### src/rtl/mod_updown_counter.sv
// Modulo-MODULUS up/down counter with parallel load, wrap or saturate mode, and a terminal-count output for cascading.
// Latency: one clk edge from sampled control to q; tc is combinational from enable, up and q. No backpressure: enable gates counting.
module mod_updown_counter #(
  parameter int WIDTH    = 4,
  parameter int MODULUS  = 10,
  parameter int SATURATE = 0
) (
  input  logic             clk,
  input  logic             clr,
  input  logic             sclr,
  input  logic             enable,
  input  logic             up,
  input  logic             load,
  input  logic [WIDTH-1:0] din,
  output logic [WIDTH-1:0] q,
  output logic             tc,
  output logic             wrap,
  output logic             at_limit
);

  localparam logic [WIDTH-1:0] MAX = WIDTH'(MODULUS - 1);
  localparam logic             SAT = (SATURATE != 0);

  logic [WIDTH-1:0] count_q, count_d;
  logic             wrap_q, wrap_d;
  logic             at_limit_q, at_limit_d;
  logic             at_max, at_zero;

  assign at_max  = (count_q == MAX);
  assign at_zero = (count_q == '0);

  always_comb begin
    count_d    = count_q;
    wrap_d     = 1'b0;
    at_limit_d = at_limit_q;
    if (sclr) begin
      count_d    = '0;
      at_limit_d = 1'b0;
    end else if (load) begin
      // Codes above MAX are clamped so q never leaves the modulus range.
      count_d    = (din > MAX) ? MAX : din;
      at_limit_d = 1'b0;
    end else if (enable) begin
      at_limit_d = 1'b0;
      if (up) begin
        if (!at_max) begin
          count_d = count_q + 1'b1;
        end else if (SAT) begin
          at_limit_d = 1'b1;
        end else begin
          count_d = '0;
          wrap_d  = 1'b1;
        end
      end else begin
        if (!at_zero) begin
          count_d = count_q - 1'b1;
        end else if (SAT) begin
          at_limit_d = 1'b1;
        end else begin
          count_d = MAX;
          wrap_d  = 1'b1;
        end
      end
    end
  end

  always_ff @(posedge clk or negedge clr) begin
    if (!clr) begin
      count_q    <= '0;
      wrap_q     <= 1'b0;
      at_limit_q <= 1'b0;
    end else begin
      count_q    <= count_d;
      wrap_q     <= wrap_d;
      at_limit_q <= at_limit_d;
    end
  end

  assign q        = count_q;
  assign wrap     = wrap_q;
  assign at_limit = at_limit_q;
  assign tc       = enable & ((up & at_max) | (~up & at_zero));

endmodule

### config.mk
export PLATFORM = sky130hd
export DESIGN_NAME = mod_updown_counter
export DESIGN_NICKNAME = d
export VERILOG_FILES = /design/src/rtl/mod_updown_counter.sv
export SDC_FILE = /design/constraint.sdc
export NUM_CORES = 1
export LEC_CHECK = 0
export BUFFER_PORTS_ARGS = -buffer_cell sky130_fd_sc_hd__buf_2
export CAP_MARGIN = 10
export CELL_PAD_IN_SITES_DETAIL_PLACEMENT = 0
export CELL_PAD_IN_SITES_GLOBAL_PLACEMENT = 2
export CORE_ASPECT_RATIO = 1.2
export CORE_UTILIZATION = 24
export CTS_BUF_LIST = sky130_fd_sc_hd__clkbuf_4 sky130_fd_sc_hd__clkbuf_8
export CTS_CLUSTER_DIAMETER = 60
export DETAILED_ROUTE_END_ITERATION = 12
export GPL_TIMING_DRIVEN = 0
export PLACE_DENSITY_LB_ADDON = 0.1
export SLEW_MARGIN = 20
export SYNTH_ARGS = -nofsm -noshare
export SYNTH_HDL_FRONTEND = slang
export SYNTH_SLANG_ARGS = --single-unit
export TNS_END_PERCENT = 20
### constraint.sdc
create_clock -name clk -period 1.4 [get_ports clk]
set_input_delay 0.21 -clock clk [delete_from_list [all_inputs] [get_ports clk]]
set_output_delay 0.21 -clock clk [all_outputs]
set_load 0.03 [all_outputs]
==> results.py <==
metrics = {
    "outcome": {
        "status": "complete, but fails checks",
        "violations": "negative setup slack",
    },
    "die": {
        "io_pins": 17,
        "die_h_um": 49.5,
        "design.die.area_mm2": 0.00205,
        "rows": 16,
        "die_x_um": 41.5,
        "initial_core_util_pct": 26.5,
        "core_mm2": 0.00170,
    },
    "logic_synthesis": {
        "async_flop_share_pct": 100,
        "synth-compound-area-share_pct": 28.3,
        "synth-edff-count": 0,
        "synthSimpleGateAreaFrac_pct": 26.1,
        "synth-seq-cells": 5,
        "yosys_warnings": 0,
        "synth-main-ff-cell": "dfrtp_1",
        "synth_top_family_by_area": "compound AO/OA/AOI/OAI gates",
        "synth_adder_area_share_pct": 0,
        "synthXorXnorAreaFrac_pct": 3.89,
        "yosysSeqAreaShare_pct": 27.8,
        "synthMuxAreaShare_pct": 2.22,
        "synthesis.nets": 63,
        "avgSynthCellArea_um2": 8.50,
        "netlist_area_um2": 450,
        "netlist_instances": 53,
        "ys_types": 34,
    },
    "drt": {
        "wl_per_cell_um": 12.2,
        "drc": 0,
        "drtPass1Iterations": 2,
        "drt-total-wl_um": 1100,
        "drt-vias-per-instance": 5.04,
        "vias": 454,
        "postRouteAntennaNets": 0,
        "drt_iter0_markers": 5,
    },
    "sta": {
        "fin_hold_ws_ns": 0.205,
        "period_share_pct": 127,
        "min_period_ns": 1.78,
        "hold_violations": 0,
        "rsz0062_at_grt": "true",
        "achievable-frequency_mhz": 561,
        "finalSetupViolations": 4,
        "worst_slack_ns": -0.381,
        "slew_violations": 0,
        "skew_ns": 0.00172,
    },
    "grt": {
        "grt_antenna_before_repair": 0,
        "grt_pass1_wl_um": 1900,
        "first_global_vias": 438,
        "grt_overflow": 0,
        "gr-usage-met2_pct": 20.6,
        "top_usage_layer": "met2",
        "gr-usage-met3_pct": 3.30,
        "grtUsageMet1_pct": 13.3,
        "grt_max_degree": 11,
        "track_usage_pct": 12.3,
    },
    "final_layout": {
        "fin_area_um2": 619,
        "area_delta_synth_final_pct": 37.5,
        "drive_above_1_share_pct": 48.6,
        "diodes": 0,
        "final_nets": 83,
    },
    "job": {
        "cap_violations": 0,
    },
    "pwr": {
        "power_frac_comb_pct": 35.3,
        "leakage_nw": 0.277,
        "netSwitchingFraction_pct": 32.5,
        "seqPwrFrac_pct": 30.8,
        "peakVddDrop_uv": 377,
        "p_int_w": 0.000361,
        "power_density_mw_per_mm2": 863,
        "clkPwrFrac_pct": 33.9,
        "p_sw_w": 0.000173,
    },
    "clock_network": {
        "cts_tree": "done",
        "clock_sinks": 5,
        "clkTransAtPathRegs_ns": 0.04,
        "cts_buffer_depth": 2,
        "h-tree-depth": 1,
        "cts_buffers": 3,
        "clock-root-buffer": "clkbuf_4",
        "clk_latency_ns": 0.24,
    },
    "critical_path": {
        "cp-start-kind": "register",
        "timing.rr.start": "q[3]$_DFFE_PN0P_",
        "worstPathRequired_ns": 1.19,
        "crit_type": "register to primary output",
        "rr_worst_depth": 4,
        "critPathCaptureType": "primary output",
        "r2r_slack_ns": -0.08,
        "r2r-end": "wrap$_DFF_PN0_",
        "crit_fanout": 2,
        "worst_ep_arrival_time_ns": 1.57,
    },
    "min_path": {
        "min_to": "q[1]$_DFFE_PN0P_",
        "hold_class": "input pin to register",
        "min-delay-start": "sclr",
        "hold_depth": 2,
    },
    "placed_design": {
        "hpwl_um": 838,
        "place_congestion": 0.668,
        "placed_cell_area_um2": 541,
        "io_buffers": 13,
    },
}
[critical path, cell delays in order (launching register included)]
cell and delay [ns]:
dfrtp_2 0.40, or3_4 0.38, a2111oi_4 0.34, buf_4 0.22
[per-stage QoR]
step	total power, W	utilization [%]	setup WS, ns	std cells	TNS, ns
finish	0.000534	36.4	-0.381	90	-0.499
global route	0.000579	36.4	-0.457	90	-0.893
CTS	0.000537	35.7	-0.452	90	-0.646
detailed placement	0.000336	31.8	-0.277	84	-0.591
global placement	0.000336	31.8	-0.254	84	-0.588
floorplan	0.000288	-	-0.413	53	-0.949
[area by class of cell]
type,count,area [um^2]
plain buffers,5,28.8
clock buffers,4,30.0
fillers,183,1080
inverters,3,11.3
multi-input cells,39,305
flip-flops and latches,5,129
well taps,18,22.5
repair buffers,16,92.6
[cells in the final DEF (no fill, tap or decap), types with 2 or more instances in the layout]
master / count
nor2_1: 4
dfrtp_1: 2
buf_4: 5
nor3_1: 2
nand3_1: 2
nor2b_1: 2
inv_1: 3
a21oi_1: 4
nand2_1: 2
dfrtp_2: 3
clkbuf_4: 4
buf_2: 14
[worst max path at each step]
stage / slack (ns) / start / cells after the start / end
after floorplan: -0.41 / q[3]$_DFFE_PN0P_ / 4 / wrap$_DFF_PN0_
after global placement: -0.25 / q[3]$_DFFE_PN0P_ / 4 / tc
after detailed placement: -0.28 / q[3]$_DFFE_PN0P_ / 4 / tc
after CTS: -0.45 / q[3]$_DFFE_PN0P_ / 3 / tc
after global routing: -0.46 / q[3]$_DFFE_PN0P_ / 3 / tc
final: -0.38 / q[3]$_DFFE_PN0P_ / 3 / tc
[sequential cells by signal (all words and copies together) (netlist names)]
| name | cells |
|---|---|
| q | 4 |
| wrap | 1 |
[synthesized netlist by cell type, types with 2 or more instances]
cell,instances,share of area [%]
a21oi_1,4,4.4
buf_2,3,3.3
dfrtp_1,5,28
inv_1,3,2.5
nand2_1,2,1.7
nand3_1,2,2.2
nor2_1,4,3.3
nor2b_1,2,2.8
nor3_1,3,3.3
[power groups by stage]
| stage | registers [W] | logic [W] | clock network [W] |
|---|---|---|---|
| floorplan | 0.000185 | 0.000103 | 0 |
| global placement | 0.000166 | 0.000170 | 0 |
| detailed placement | 0.000167 | 0.000169 | 0 |
| CTS | 0.000165 | 0.000184 | 0.000188 |
| global route | 0.000166 | 0.000207 | 0.000206 |
| finish | 0.000165 | 0.000188 | 0.000181 |
[metal layers]
metal  vias up  share of wire (%)
met3         0                5.8
met5         -                  0
met2        11                 52
li1        228                  -
met4         0                  0
met1       215                 42
[kinds of logic after synthesis]
| kind of cell | count (synthesis) |
|---|---|
| AND/OR/NAND/NOR | 20 |
| AO/OA/AOI/OAI | 15 |
| buffers and inverters | 9 |
| flip-flops | 5 |
| XOR/XNOR | 2 |
| multiplexers | 1 |
| other | 1 |
[repair_timing]
| action | CTS | global route |
|---|---|---|
| endpoints found under the setup margin | 5 | 5 |
| hold endpoints to repair | 5 | 0 |
| pin swaps | 2 | 2 |
| setup buffers | 2 | 0 |
| hold buffers | 1 | 0 |
| gates resized for setup | 5 | 3 |
(Power assumes the default switching activity.)
